## src/rtl/klein_dec_sched.sv

```systemverilog
// rtl/klein_dec_sched.sv - block sequencer for one klein_decipher core (ECB; CBC when KLEIN_DEC_SCHED_CBC_EN is defined)
module klein_dec_sched #(
    parameter int TIMEOUT_CYC = 32,
    parameter int CNT_W       = 16
) (
    input  logic             iclk,
    input  logic             ireset,
    input  logic             ikey_we,
    input  logic [63:0]      ikey,
    input  logic             iiv_we,
    input  logic [63:0]      iiv,
    input  logic             iin_valid,
    input  logic [63:0]      iin_block,
    output logic             oin_ready,
    output logic             oout_valid,
    output logic [63:0]      oout_block,
    input  logic             iout_ready,
    output logic             ocore_start,
    output logic [63:0]      ocore_block,
    output logic [63:0]      ocore_key,
    input  logic             icore_ready,
    input  logic [63:0]      icore_block,
    output logic             obusy,
    output logic             oerr,
    output logic [CNT_W-1:0] ocount
);

    localparam int WD_W = (TIMEOUT_CYC > 2) ? $clog2(TIMEOUT_CYC) : 1;
    localparam logic [WD_W-1:0] WD_LIMIT = WD_W'(TIMEOUT_CYC - 1);

    typedef enum logic [2:0] {
        IDLE  = 3'd0,
        START = 3'd1,
        WAIT  = 3'd2,
        OUT   = 3'd3,
        HALT  = 3'd4
    } state_t;

    state_t           state_q;
    logic [63:0]      key_q;
    logic [63:0]      cblk_q;
    logic [63:0]      core_key_q;
    logic [63:0]      out_block_q;
    logic             out_valid_q;
    logic             core_start_q;
    logic             err_q;
    logic [CNT_W-1:0] count_q;
    logic [WD_W-1:0]  wd_q;
    logic [63:0]      key_d;
    logic [63:0]      pt_d;

`ifdef KLEIN_DEC_SCHED_CBC_EN
    logic [63:0]      chain_q;
`else
    logic             unused_ecb;
    assign unused_ecb = ^{iiv_we, iiv};
`endif

    // A key written on the same cycle as an accept is the one the block uses.
    always_comb begin
        key_d = ikey_we ? ikey : key_q;
`ifdef KLEIN_DEC_SCHED_CBC_EN
        pt_d  = icore_block ^ chain_q;
`else
        pt_d  = icore_block;
`endif
    end

    // Sequencer: accept, kick the core, wait (watchdogged), hold result until taken.
    always_ff @(posedge iclk) begin
        if (ireset) begin
            state_q      <= IDLE;
            key_q        <= '0;
            cblk_q       <= '0;
            core_key_q   <= '0;
            out_block_q  <= '0;
            out_valid_q  <= 1'b0;
            core_start_q <= 1'b0;
            err_q        <= 1'b0;
            count_q      <= '0;
            wd_q         <= '0;
`ifdef KLEIN_DEC_SCHED_CBC_EN
            chain_q      <= '0;
`endif
        end else begin
            core_start_q <= 1'b0;
            case (state_q)
                IDLE: begin
                    key_q <= key_d;
`ifdef KLEIN_DEC_SCHED_CBC_EN
                    if (iiv_we) begin
                        chain_q <= iiv;
                    end
`endif
                    if (iin_valid) begin
                        cblk_q       <= iin_block;
                        core_key_q   <= key_d;
                        core_start_q <= 1'b1;
                        state_q      <= START;
                    end
                end
                START: begin
                    wd_q    <= '0;
                    state_q <= WAIT;
                end
                WAIT: begin
                    if (icore_ready) begin
                        out_block_q <= pt_d;
                        out_valid_q <= 1'b1;
`ifdef KLEIN_DEC_SCHED_CBC_EN
                        chain_q     <= cblk_q;
`endif
                        state_q     <= OUT;
                    end else if (wd_q == WD_LIMIT) begin
                        err_q   <= 1'b1;
                        state_q <= HALT;
                    end else begin
                        wd_q <= wd_q + 1'b1;
                    end
                end
                OUT: begin
                    if (iout_ready) begin
                        out_valid_q <= 1'b0;
                        count_q     <= count_q + CNT_W'(1);
                        state_q     <= IDLE;
                    end
                end
                HALT: begin
                    state_q <= HALT;
                end
                default: begin
                    state_q <= IDLE;
                end
            endcase
        end
    end

    assign oin_ready   = (state_q == IDLE);
    assign obusy       = (state_q != IDLE);
    assign oout_valid  = out_valid_q;
    assign oout_block  = out_block_q;
    assign ocore_start = core_start_q;
    assign ocore_block = cblk_q;
    assign ocore_key   = core_key_q;
    assign oerr        = err_q;
    assign ocount      = count_q;

endmodule

```

## config.mk

```make
export PLATFORM = sky130hd
export DESIGN_NAME = klein_dec_sched
export DESIGN_NICKNAME = d
export VERILOG_FILES = /design/src/rtl/klein_dec_sched.sv
export SDC_FILE = /design/constraint.sdc
export NUM_CORES = 1
export LEC_CHECK = 0
export ABC_AREA = 1
export BUFFER_PORTS_ARGS = -buffer_cell sky130_fd_sc_hd__clkbuf_2
export CAP_MARGIN = 20
export CORE_AREA = 5 5 183 185
export CTS_BUF_LIST = sky130_fd_sc_hd__clkbuf_8
export DETAILED_ROUTE_END_ITERATION = 10
export DIE_AREA = 0 0 188 190
export HOLD_SLACK_MARGIN = 0.02
export PLACE_DENSITY = 0.59
export REMOVE_ABC_BUFFERS = 1
export SLEW_MARGIN = 10
export SYNTH_ARGS = -nofsm -noshare
export SYNTH_HDL_FRONTEND = slang
export SYNTH_SLANG_ARGS = --single-unit
```

## constraint.sdc

```tcl
create_clock -name iclk -period 2.8 [get_ports iclk]
set_clock_uncertainty 0.1 [all_clocks]
set_input_delay 0.14 -clock iclk [delete_from_list [all_inputs] [get_ports iclk]]
set_output_delay 0.14 -clock iclk [all_outputs]
set_load 0.02 [all_outputs]
```

==> summary.txt, run 1 <==
Run status
  • Outcome: completed

Clocking
  • TritonCTS Sinks: 283
  • # H-tree levels: 2
  • Skew-Pair Late Insertion Delay: 0.57 ns
  • Clock transition at the registers of the reported paths: around 0.06 ns
  • Num CTS Buffers: 47
  • CTS tree: yes
  • Resize count post-CTS: 0
  • Maximum clock insertion buffer count: 3
  • CTS root buffer: clkbuf_8

Route
  • Violation count after the first detailed-route iteration: 570
  • Drt pass-1 iters: 5
  • Via count: 11,530
  • Drt wl/cell: 14.24 um
  • DRC Markers: 0
  • DRT antenna net count: 0
  • Vias per cell: 4.671
  • Detailed Route WL: 35.14 mm

Floorplan
  • Std-Cell Rows: 66
  • Die W: 188 um
  • DIE HEIGHT: 190 um
  • IO Pins: 476
  • CORE AREA: 0.03188 sq mm
  • Total Die Area: ~0.036 sq mm
  • Initial Util: 33.76%

Synth
  • Largest family of logic cells by synthesized area: simple AND/OR/NAND/NOR gates
  • XOR/XNOR Fraction of Synth Area: less than 1%
  • Post-Synth Adder-Cell Area: 0.3488%
  • Synth cell types: 27
  • Simple-gate share of the synthesized area: 22.58%
  • Sequential area share after synthesis: 52.65%
  • Synthesis Warnings: 0
  • Synthesized area per cell: roughly 7.4 sq um
  • Synthesized area: 0.01076 sq mm
  • Cells after synthesis: 1,449
  • Compound-gate portion of the synthesized area: 16.55%
  • Synthesis-stage register bit count: 283
  • Mux cell area share after synthesis: 0%

Final layout
  • Layout cell share with drive strength beyond 1: 23.99%
  • Most frequent cells in the layout: 409 x clkbuf_2, 307 x nor2_1, 283 x dfxtp_1
  • Net total in the final layout: 2,289
  • Synth-to-layout area growth: 48.58%
  • Post-layout instance count excluding filler cells: 2,468
  • Most common library cell in the layout ignoring fill and taps: clkbuf_2

Setup path
  • CP required: 3.22 ns
  • CP Class: flip-flop to flip-flop
  • CP endpoint kind: flip-flop
  • Max stage delay on crit path: roughly 0.56 ns
  • Crit-path leading delay family: buffers and inverters
  • Worst-path maximum fanout: 45
  • CP arrival: slightly below 3 ns
  • Worst setup SP type: flip-flop
  • Slowest CP cell: dlygate4sd3_1
  • Cells along the critical path: inv_2 > nand2_4 > nor2_8 > inv_4 > buf_4 > nand2_1 > a21oi_1 > dlygate4sd3_1
  • Crit path buffers/inverters: 4

Global route
  • Initial antenna violation count: 1
  • All-Layer GR Usage: 19.03%
  • First-pass GRT wire length: about 57 mm
  • Vias in the first global route: 11,340
  • Gr ovfl total: 0
  • Largest net degree at the start of global routing: 131

Placement
  • Cell Count Post-Placement: 2,180
  • Port Buffer Count: 410
  • Routability cong.: between 0.7 and 0.8
  • Dpl hpwl: 21.48 mm

Timing
  • Endpoints failing hold: 0
  • RSZ-0062 raised after global routing: false
  • Max-slew headroom: 56.42%
  • Setup TNS: 0 ns
  • Final period util: 91.17%
  • FMAX: 391.7 MHz
  • Slew Viols, Final: 0
  • Worst slew pin tran: 0.6537 ns
  • Tmin final: 2.553 ns
  • Setup violations, final: 0

Power
  • Pwr/cell area: 906.6 mW/mm^2
  • Pwr Total: 14.50 mW
  • Peak supply drop: between 500 and 600 uV
  • Leak pwr: 7.791 nW

Job
  • Max Cap Violations: 0

Worst hold path
  • Tightest Hold Check Type: input pin to flip-flop
-- cell usage after synthesis --
cell type,n,area share [%]
xnor2_1,2,0.16
a21oi_1,80,3.7
clkbuf_1,55,1.9
buf_1,1,0.035
nand4_1,7,0.41
nor3b_1,1,0.070
nand2_2,3,0.17
nor2_2,1,0.058
nand3_1,62,2.9
nand2_1,221,7.7
and2_1,1,0.058
a31oi_1,1,0.058
dfxtp_1,283,53
nor3_1,5,0.23
nor3_2,1,0.093
buf_6,2,0.21
inv_1,93,3.2
nor2_8,1,0.19
inv_2,3,0.10
buf_4,11,0.77
a211oi_1,1,0.070
ha_1,3,0.35
nor2_1,307,11
clkinv_1,1,0.035
o21ai_1,23,1.1
buf_2,30,1.4
o21ai_0,250,12
-- timing repair --
| action | CTS | global route |
|---|---|---|
| endpoints found under the hold margin | 270 | 0 |
| hold buffers | 202 | 0 |
| buffers inserted | 0 | 0 |
-- layer usage --
metal	global-route usage, %	part of all wire [%]	wire length [um]
met3	5.890	8.3	2909
met1	23.31	42	14910
met5	0	0	0
met2	31.79	47	16390
met4	6.691	2.6	926
-- worst paths after layout --
check / start / to / slack, ns / cells after the start
worst max register to register: state_q[0] / ocore_key[5] / 0.25 / 8
worst min register to register: key_q[3] / key_q[3] / 0.35 / 2
worst min-delay path: ikey_we / ocore_key[37] / 0.20 / 6
worst max-delay path: state_q[0] / ocore_key[5] / 0.25 / 8
-- worst reg2reg max path: cells and delay by family, from the launching register on --
family / cells / cell delay, ns
AOI/OAI and AO/OA: 1 / 0.13
buffers and inverters: 4 / 1.48
and+or+nand+nor: 3 / 0.31
DFF: 1 / 0.48
-- kinds of logic after synthesis --
kind of cell / count (synthesis)
buf+inv: 196
fa+ha+maj: 3
xor+xnor: 2
compound gates: 355
flops: 283
simple gates: 610
-- through the flow --
stage,hold slack (ns),worst slack (ns),utilization (%),area [sq um]
after floorplan,0.1091,-1.686,-,10290
after global placement,0.2630,0.8120,40.92,13040
after detailed placement,0.2683,0.7797,40.92,13040
after CTS,0.1639,0.2322,50.15,15990
after global routing,0.2065,0.07153,50.16,15990
final,0.2044,0.2472,50.16,15990
-- layout make-up --
cell class              instances  area, sq um
well taps                     408        510.5
flip-flops and latches        283         5665
clock buffers                  57        784.5
fillers                      3076        15890
repair buffers                624         4242
diodes                          1        2.502
clock inverters                28        135.1
multi-input cells             970         4277
inverters                      97        371.6
-- power breakdown --
group / switching [mW] / internal [mW] / total, mW
clock network: 1.62 / 1.92 / 3.54
registers: 0.523 / 5.26 / 5.78
logic: 3.52 / 1.65 / 5.17
total: 5.66 / 8.83 / 14.5
-- registers in the layout (all words and copies together), names as in the netlist --
signal	flops
ocore_start	1
oerr	1
ocount	16
key_q	64
state_q	3
oout_valid	1
ocore_key	64
wd_q	5
ocore_block	64
oout_block	64
(Power assumes the default switching activity.)
==> inputs of run 2 (changes only) <==
Settings changed: ABC_AREA 1 to not set, CORE_AREA 5 5 183 185 to not set, CORE_MARGIN set to 5, CORE_UTILIZATION set to 23, DIE_AREA 0 0 188 190 to not set, PLACE_DENSITY 0.59 to 0.43.
==> summary.txt, run 2 <==
Run status
  • Outcome: completed

Clocking
  • TritonCTS Sinks: 283 (unchanged)
  • Resize count post-CTS: 0 (unchanged)
  • Skew-Pair Late Insertion Delay: 0.61 ns (+0.04 ns)
  • Maximum clock insertion buffer count: 3 (unchanged)
  • # H-tree levels: 2 (unchanged)
  • CTS tree: yes
  • Post-CTS setup buffers: 0 (unchanged)
  • Num CTS Buffers: 51 (+8.5%)
  • CTS root buffer: clkbuf_8
  • Clock transition at the registers of the reported paths: 0.06 ns (about the same)

Final layout
  • Inserted Diodes: 0 (-1)
  • Post-route cell area: 0.01649 sq mm (+3.1%)
  • Most frequent cells in the layout: 408 x clkbuf_2, 393 x nand2_1, 283 x dfxtp_1
  • Most common library cell in the layout ignoring fill and taps: clkbuf_2
  • Layout cell share with drive strength beyond 1: 27.46% (+3.5 points)
  • Net total in the final layout: 2,132 (-6.9%)
  • Seq. cell area: 0.005665 sq mm (unchanged)
  • Final Core Density: 36.33% (-14 points)
  • Fillers: 4,804 (+56%)
  • Footprint of the multi-input gates: 0.004496 sq mm (+5.1%)
  • Synth-to-layout area growth: 56.25%

Route
  • Highest routed layer: met4
  • DRT antenna net count: 0 (unchanged)
  • Metal-1 WL: 16.16 mm (+8.4%)
  • Detailed Route WL: 37.43 mm (+6.5%)
  • Via count: 10,650 (-7.6%)
  • Drt pass-1 iters: 5 (unchanged)
  • DRC Markers: 0 (unchanged)
  • DR WL met3: 3.878 mm (+33%)
  • WL met2: 16.52 mm (+0.82%)
  • Drt wl/cell: 14.97 um (+5.1%)
  • Vias per cell: 4.258 (-8.8%)
  • Violation count after the first detailed-route iteration: 446 (-22%)

Placement
  • Port Buffer Count: 410 (unchanged)
  • Dpl hpwl: 25.09 mm (+17%)
  • Placed Area: 0.01332 sq mm (+2.1%)
  • Routability cong.: 0.8627 (+10%)

Global route
  • Gr ovfl total: 0 (unchanged)
  • Largest net degree at the start of global routing: 87 (-34%)
  • Vias in the first global route: 10,520 (-7.3%)
  • All-Layer GR Usage: 14.10% (-4.9 points)
  • Initial antenna violation count: 0 (-1)
  • First-pass GRT wire length: 57.97 mm (+1.1%)

Setup path
  • CP arrival: 2.76 ns (-0.21 ns)
  • R2r setup slk: 0.42 ns (+0.17 ns)
  • CP endpoint kind: flip-flop
  • Max stage delay on crit path: 0.62 ns (+0.06 ns)
  • R2R depth: 7 (-1)
  • R2R Path Start: wd_q[0]
  • Most numerous cell on the critical path: ha_1
  • Slowest CP cell: or4b_2
  • Crit path buffers/inverters: 0 (-4)
  • CP required: 3.18 ns (-0.04 ns)
  • Worst-path maximum fanout: 5 (-89%)
  • Worst setup SP type: flip-flop
  • CP Class: flip-flop to flip-flop
  • Worst R2R End: wd_q[1]
  • Cells along the critical path: ha_1 > and3_1 > ha_1 > or4b_2 > a21oi_2 > mux2i_1 > nor2_1
  • Crit-path leading delay family: simple AND/OR/NAND/NOR gates

Synth
  • Synthesized area per cell: 8.342 sq um (+12%)
  • Synth cell types: 40 (+48%)
  • Most common cell in the netlist: nand2_1
  • Synthesis-stage register bit count: 283 (unchanged)
  • Synthesized area: 0.01055 sq mm (-1.9%)
  • Ys async rst share: 0% (unchanged)
  • Main synth FF type: dfxtp_1
  • Sequential area share after synthesis: 53.69% (+1.0 points)
  • Number of synthesized flops with an enable pin: 0 (unchanged)
  • Top cells by count, synth: 396 x nand2_1, 283 x dfxtp_1, 203 x a21oi_1, 82 x nor2_1, 70 x clkbuf_1
  • Cells after synthesis: 1,265 (-13%)
  • Synthesis Warnings: 0 (unchanged)
  • Synth area leader: dfxtp_1
  • Top post-synthesis cells by area: dfxtp_1 54%, nand2_1 14%, a21oi_1 9.6%, mux2i_1 6.3%, a211oi_1 4.6%
  • Top cell type's share of synthesized area: 53.69% (+1.0 points)

Floorplan
  • Die W: 224.2 um (+19%)
  • Initial Util: 23.25% (-11 points)
  • Std-Cell Rows: 78 (+18%)
  • DIE HEIGHT: 224.2 um (+18%)
  • Total Die Area: 0.05027 sq mm (+41%)
  • IO Pins: 476 (unchanged)
  • CORE AREA: 0.04538 sq mm (+42%)

Timing
  • FMAX: 420.4 MHz (+7.3%)
  • Endpoints failing hold: 0 (unchanged)
  • Setup violations, final: 0 (unchanged)
  • Worst slew pin tran: 0.7019 ns (+0.04815 ns)
  • Slew Viols, Final: 0 (unchanged)
  • Final period util: 84.96% (-6.2 points)
  • Setup TNS: 0 ns (unchanged)
  • RSZ-0062 raised after global routing: false
  • Max-slew headroom: 53.21% (-3.2 points)
  • Tmin final: 2.379 ns (-0.1740 ns)

Job
  • Max Cap Violations: 0 (unchanged)

Power
  • Pwr/cell area: 618.9 mW/mm^2 (-32%)
  • Leak pwr: 7.188 nW (-7.7%)
  • Peak supply drop: 363.3 uV (-31%)

Worst hold path
  • Hold-critical path depth: 4 (-2)
  • Worst hold start: ikey_we
  • Tightest Hold Check Type: input pin to flip-flop
  • Min-Delay Endpoint: ocore_key[8]
[run 2: changes by cell type after synthesis, sizes merged, moves of 4 or more]
cell / change
o21ai: -270
a211oi: +63
inv: -93
a21oi: +124
buf: -17
nand2b: +4
and2: +5
clkbuf: +15
xnor2: +4
mux2i: +66
nand3: -55
nand2: +172
nor2: -227
[run 2: timing repair]
action / in CTS / in global routing
hold buffers: 211 / 0
endpoints found under the hold margin: 277 / 0
setup endpoints to repair: 0 / 0
[run 2: layout make-up]
type                       instances  share of cell area [%]
sequential                       283                   34.36
timing repair buffer             645                   27.33
multi-input combinational        882                   27.27
clock buffer                      66                   5.509
tap                              600                   4.553
clock inverter                    22                  0.9182
inverter                           3                 0.06830
[run 2: logic make-up (layout without fill, tap and decap cells)]
kind of cell / after synthesis / in the layout / share of synthesized area, %
buffers and inverters: 100 / 736 / 3.830
flip-flops: 283 / 283 / 53.69
adder cells (fa/ha/maj): 3 / 3 / 0.3557
AND/OR/NAND/NOR: 525 / 525 / 20.03
AO/OA/AOI/OAI: 277 / 277 / 14.88
multiplexers: 68 / 68 / 6.474
XOR/XNOR: 9 / 9 / 0.7470
[run 2: power by group]
group | internal (mW) | leakage, nW | switching [mW]
clock network | 2.28 | 0.594 | 1.74
logic | 0.731 | 4.28 | 1.01
registers | 4.30 | 2.32 | 0.142
[run 2: metrics by stage]
| step | hold WS (ns) | total power [mW] | std cells | setup slack [ns] |
|---|---|---|---|---|
| global placement | 0.2635 | 6.033 | 2202 | 0.4274 |
| global route | 0.1299 | 10.78 | 2501 | 0.2614 |
| CTS | 0.1066 | 10.43 | 2501 | 0.4189 |
| floorplan | 0.1091 | 5.354 | 1168 | -3.413 |
| finish | 0.1574 | 10.20 | 2501 | 0.4212 |
| detailed placement | 0.2686 | 6.052 | 2202 | 0.4203 |
[run 2: layer usage]
metal	vias to the layer above	global-route usage, %
li1	5439	-
met1	4787	17.42
met3	58	5.845
met5	-	0
met2	366	22.57
met4	0	4.341
[run 2: worst max path at each step]
stage,start,end,slack [ns],cells after the start
4_1_cts,wd_q[0],wd_q[1],0.42,7
2_1_floorplan,state_q[1],ocore_key[0],-3.41,3
6_report,wd_q[0],wd_q[1],0.42,7
3_5_place_dp,wd_q[0],wd_q[4],0.42,7
5_1_grt,state_q[1],key_q[37],0.26,7
3_3_place_gp,wd_q[0],wd_q[1],0.43,7
[run 2: worst reg2reg max path, delay by kind of cell (launching register included)]
kind | cells | cell delay (ns)
flops | 1 | 0.34
compound gates | 1 | 0.30
mux | 1 | 0.22
simple gates | 3 | 0.86
fa+ha+maj | 2 | 0.42
==> inputs of run 3 (changes only) <==
Clock period 2.8 ns to 2.35 ns, I/O delays scaled along.
==> summary.txt, run 3 (synthesis gave the netlist of run 2 again) <==
Floorplan
  • IO Pins: 476 (unchanged)
  • Std-Cell Rows: 78 (unchanged)
  • Die W: 224.2 um (unchanged)
  • DIE HEIGHT: 224.2 um (unchanged)
  • Initial Util: 23.25% (unchanged)
  • CORE AREA: 0.04538 sq mm (unchanged)
  • Total Die Area: 0.05027 sq mm (unchanged)

Worst hold path
  • Worst hold start: iin_block[44]
  • Hold-critical path depth: 4 (unchanged)
  • Tightest Hold Check Type: input pin to flip-flop
  • Min-Delay Endpoint: ocore_block[44]

Placement
  • Port Buffer Count: 410 (unchanged)
  • Dpl hpwl: 25.30 mm (+0.81%)
  • Routability cong.: 0.8440 (-2.2%)
  • Placed Area: 0.01335 sq mm (+0.26%)

Route
  • DRT antenna net count: 0 (unchanged)
  • Drt wl/cell: 15.21 um (+1.6%)
  • DRC Markers: 0 (unchanged)
  • Via count: 10,790 (+1.4%)
  • Drt pass-1 iters: 4 (-1)
  • Vias per cell: 4.299 (+0.95%)
  • Violation count after the first detailed-route iteration: 497 (+11%)
  • Detailed Route WL: 38.19 mm (+2.0%)

Global route
  • Vias in the first global route: 10,680 (+1.5%)
  • All-Layer GR Usage: 14.37% (+0.27 points)
  • Largest net degree at the start of global routing: 66 (-24%)
  • Initial antenna violation count: 1 (+1)
  • First-pass GRT wire length: 59.14 mm (+2.0%)
  • Gr ovfl total: 0 (unchanged)

Clocking
  • Clock transition at the registers of the reported paths: 0.06 ns (about the same)
  • CTS root buffer: clkbuf_8
  • Num CTS Buffers: 52 (+2.0%)
  • Skew-Pair Late Insertion Delay: 0.60 ns (about the same)
  • # H-tree levels: 2 (unchanged)
  • CTS tree: yes
  • TritonCTS Sinks: 283 (unchanged)
  • Maximum clock insertion buffer count: 3 (unchanged)

Final layout
  • Final Core Density: 36.47% (+0.14 points)
  • Post-route cell area: 0.01655 sq mm (+0.38%)
  • Net total in the final layout: 2,143 (+0.52%)
  • Synth-to-layout area growth: 56.84%
  • Layout cell share with drive strength beyond 1: 27.55% (+0.094 points)
  • Most common library cell in the layout ignoring fill and taps: clkbuf_2
  • Most frequent cells in the layout: 408 x clkbuf_2, 393 x nand2_1, 281 x dfxtp_1

Timing
  • Slew Viols, Final: 0 (unchanged)
  • Worst slew pin tran: 0.5421 ns (-0.1597 ns)
  • Max-slew headroom: 63.86% (+11 points)
  • FMAX: 442.6 MHz (+5.3%)
  • Tmin final: 2.259 ns (-0.1196 ns)
  • Endpoints failing hold: 0 (unchanged)
  • Final period util: 96.14% (+11 points)
  • Setup violations, final: 0 (unchanged)

Setup path
  • Cells along the critical path: ha_1 > and3_1 > ha_1 > or4b_2 > a21oi_4 > mux2i_1 > nor2_1
  • R2R Path Start: wd_q[1]
  • CP required: 2.74 ns (-0.44 ns)
  • R2R depth: 7 (unchanged)
  • Worst setup SP type: flip-flop
  • Crit path from: wd_q[1]
  • Worst R2R End: wd_q[1]
  • Max stage delay on crit path: 0.65 ns (+0.03 ns)
  • CP Class: flip-flop to flip-flop
  • Worst-path maximum fanout: 5 (unchanged)
  • Crit-path leading delay family: simple AND/OR/NAND/NOR gates
  • Slowest CP cell: or4b_2
  • R2r setup slk: 0.09 ns (-0.33 ns)
  • CP arrival: 2.65 ns (-0.11 ns)
  • CP endpoint kind: flip-flop
  • Most numerous cell on the critical path: ha_1
  • Crit path buffers/inverters: 0 (unchanged)

Power
  • Pwr/cell area: 722.0 mW/mm^2 (+17%)
  • Leak pwr: 7.199 nW (+0.15%)
  • Pwr Total: 11.95 mW (+17%)
  • Peak supply drop: 427.3 uV (+18%)

Job
  • Max Cap Violations: 0 (unchanged)

Run status
  • Outcome: completed
## run 3: area by class of cell
cell class / instances / area (sq um)
diodes: 2 / 5.005
flip-flops and latches: 283 / 5668
fillers: 4758 / 28830
inverters: 3 / 11.26
repair buffers: 654 / 4599
clock buffers: 63 / 867.1
multi-input cells: 883 / 4528
well taps: 600 / 750.7
clock inverters: 23 / 121.4
## run 3: metrics by stage
step	setup WS (ns)	hold WS (ns)	std cells	setup TNS (ns)
global placement	0.02784	0.2392	2205	0
CTS	0.01391	0.1059	2503	0
floorplan	-3.863	0.08657	1168	-502.72
finish	0.09078	0.1840	2511	0
detailed placement	0.02345	0.2476	2205	0
global route	-0.004369	0.1431	2510	-0.004369
## run 3: tightest hold or removal path, cell delays in order
cell           delay, ns
dlygate4sd3_1       0.53
clkbuf_2            0.10
nand2_1             0.04
a21oi_1             0.05
## run 3: power by group
group	leakage, nW	internal, mW	total (mW)	switching, mW
clock	0.573	2.49	4.53	2.04
sequential	2.32	5.12	5.29	0.167
combinational	4.31	0.894	2.12	1.23
total	7.20	8.51	11.9	3.44
## run 3: worst max path at each step
stage	to	cells after the start
finish	wd_q[1]	7
global route	wd_q[4]	7
CTS	key_q[3]	7
detailed placement	wd_q[1]	7
global placement	wd_q[4]	7
floorplan	ocore_key[0]	3
## run 3: repair_timing
action,CTS,global route
buffers inserted,0,5
gates resized for setup,1,8
hold buffers,212,0
setup endpoints to repair,1,15
cloned,0,1
endpoints found under the hold margin,273,0
pin swaps,0,3
## run 3: layer usage
layer	global-route usage, %	vias up	part of all wire [%]
met4	4.498	0	2.0
met3	6.107	57	10
met2	22.80	361	44
li1	-	5470	-
met1	17.79	4906	44
met5	0	-	0
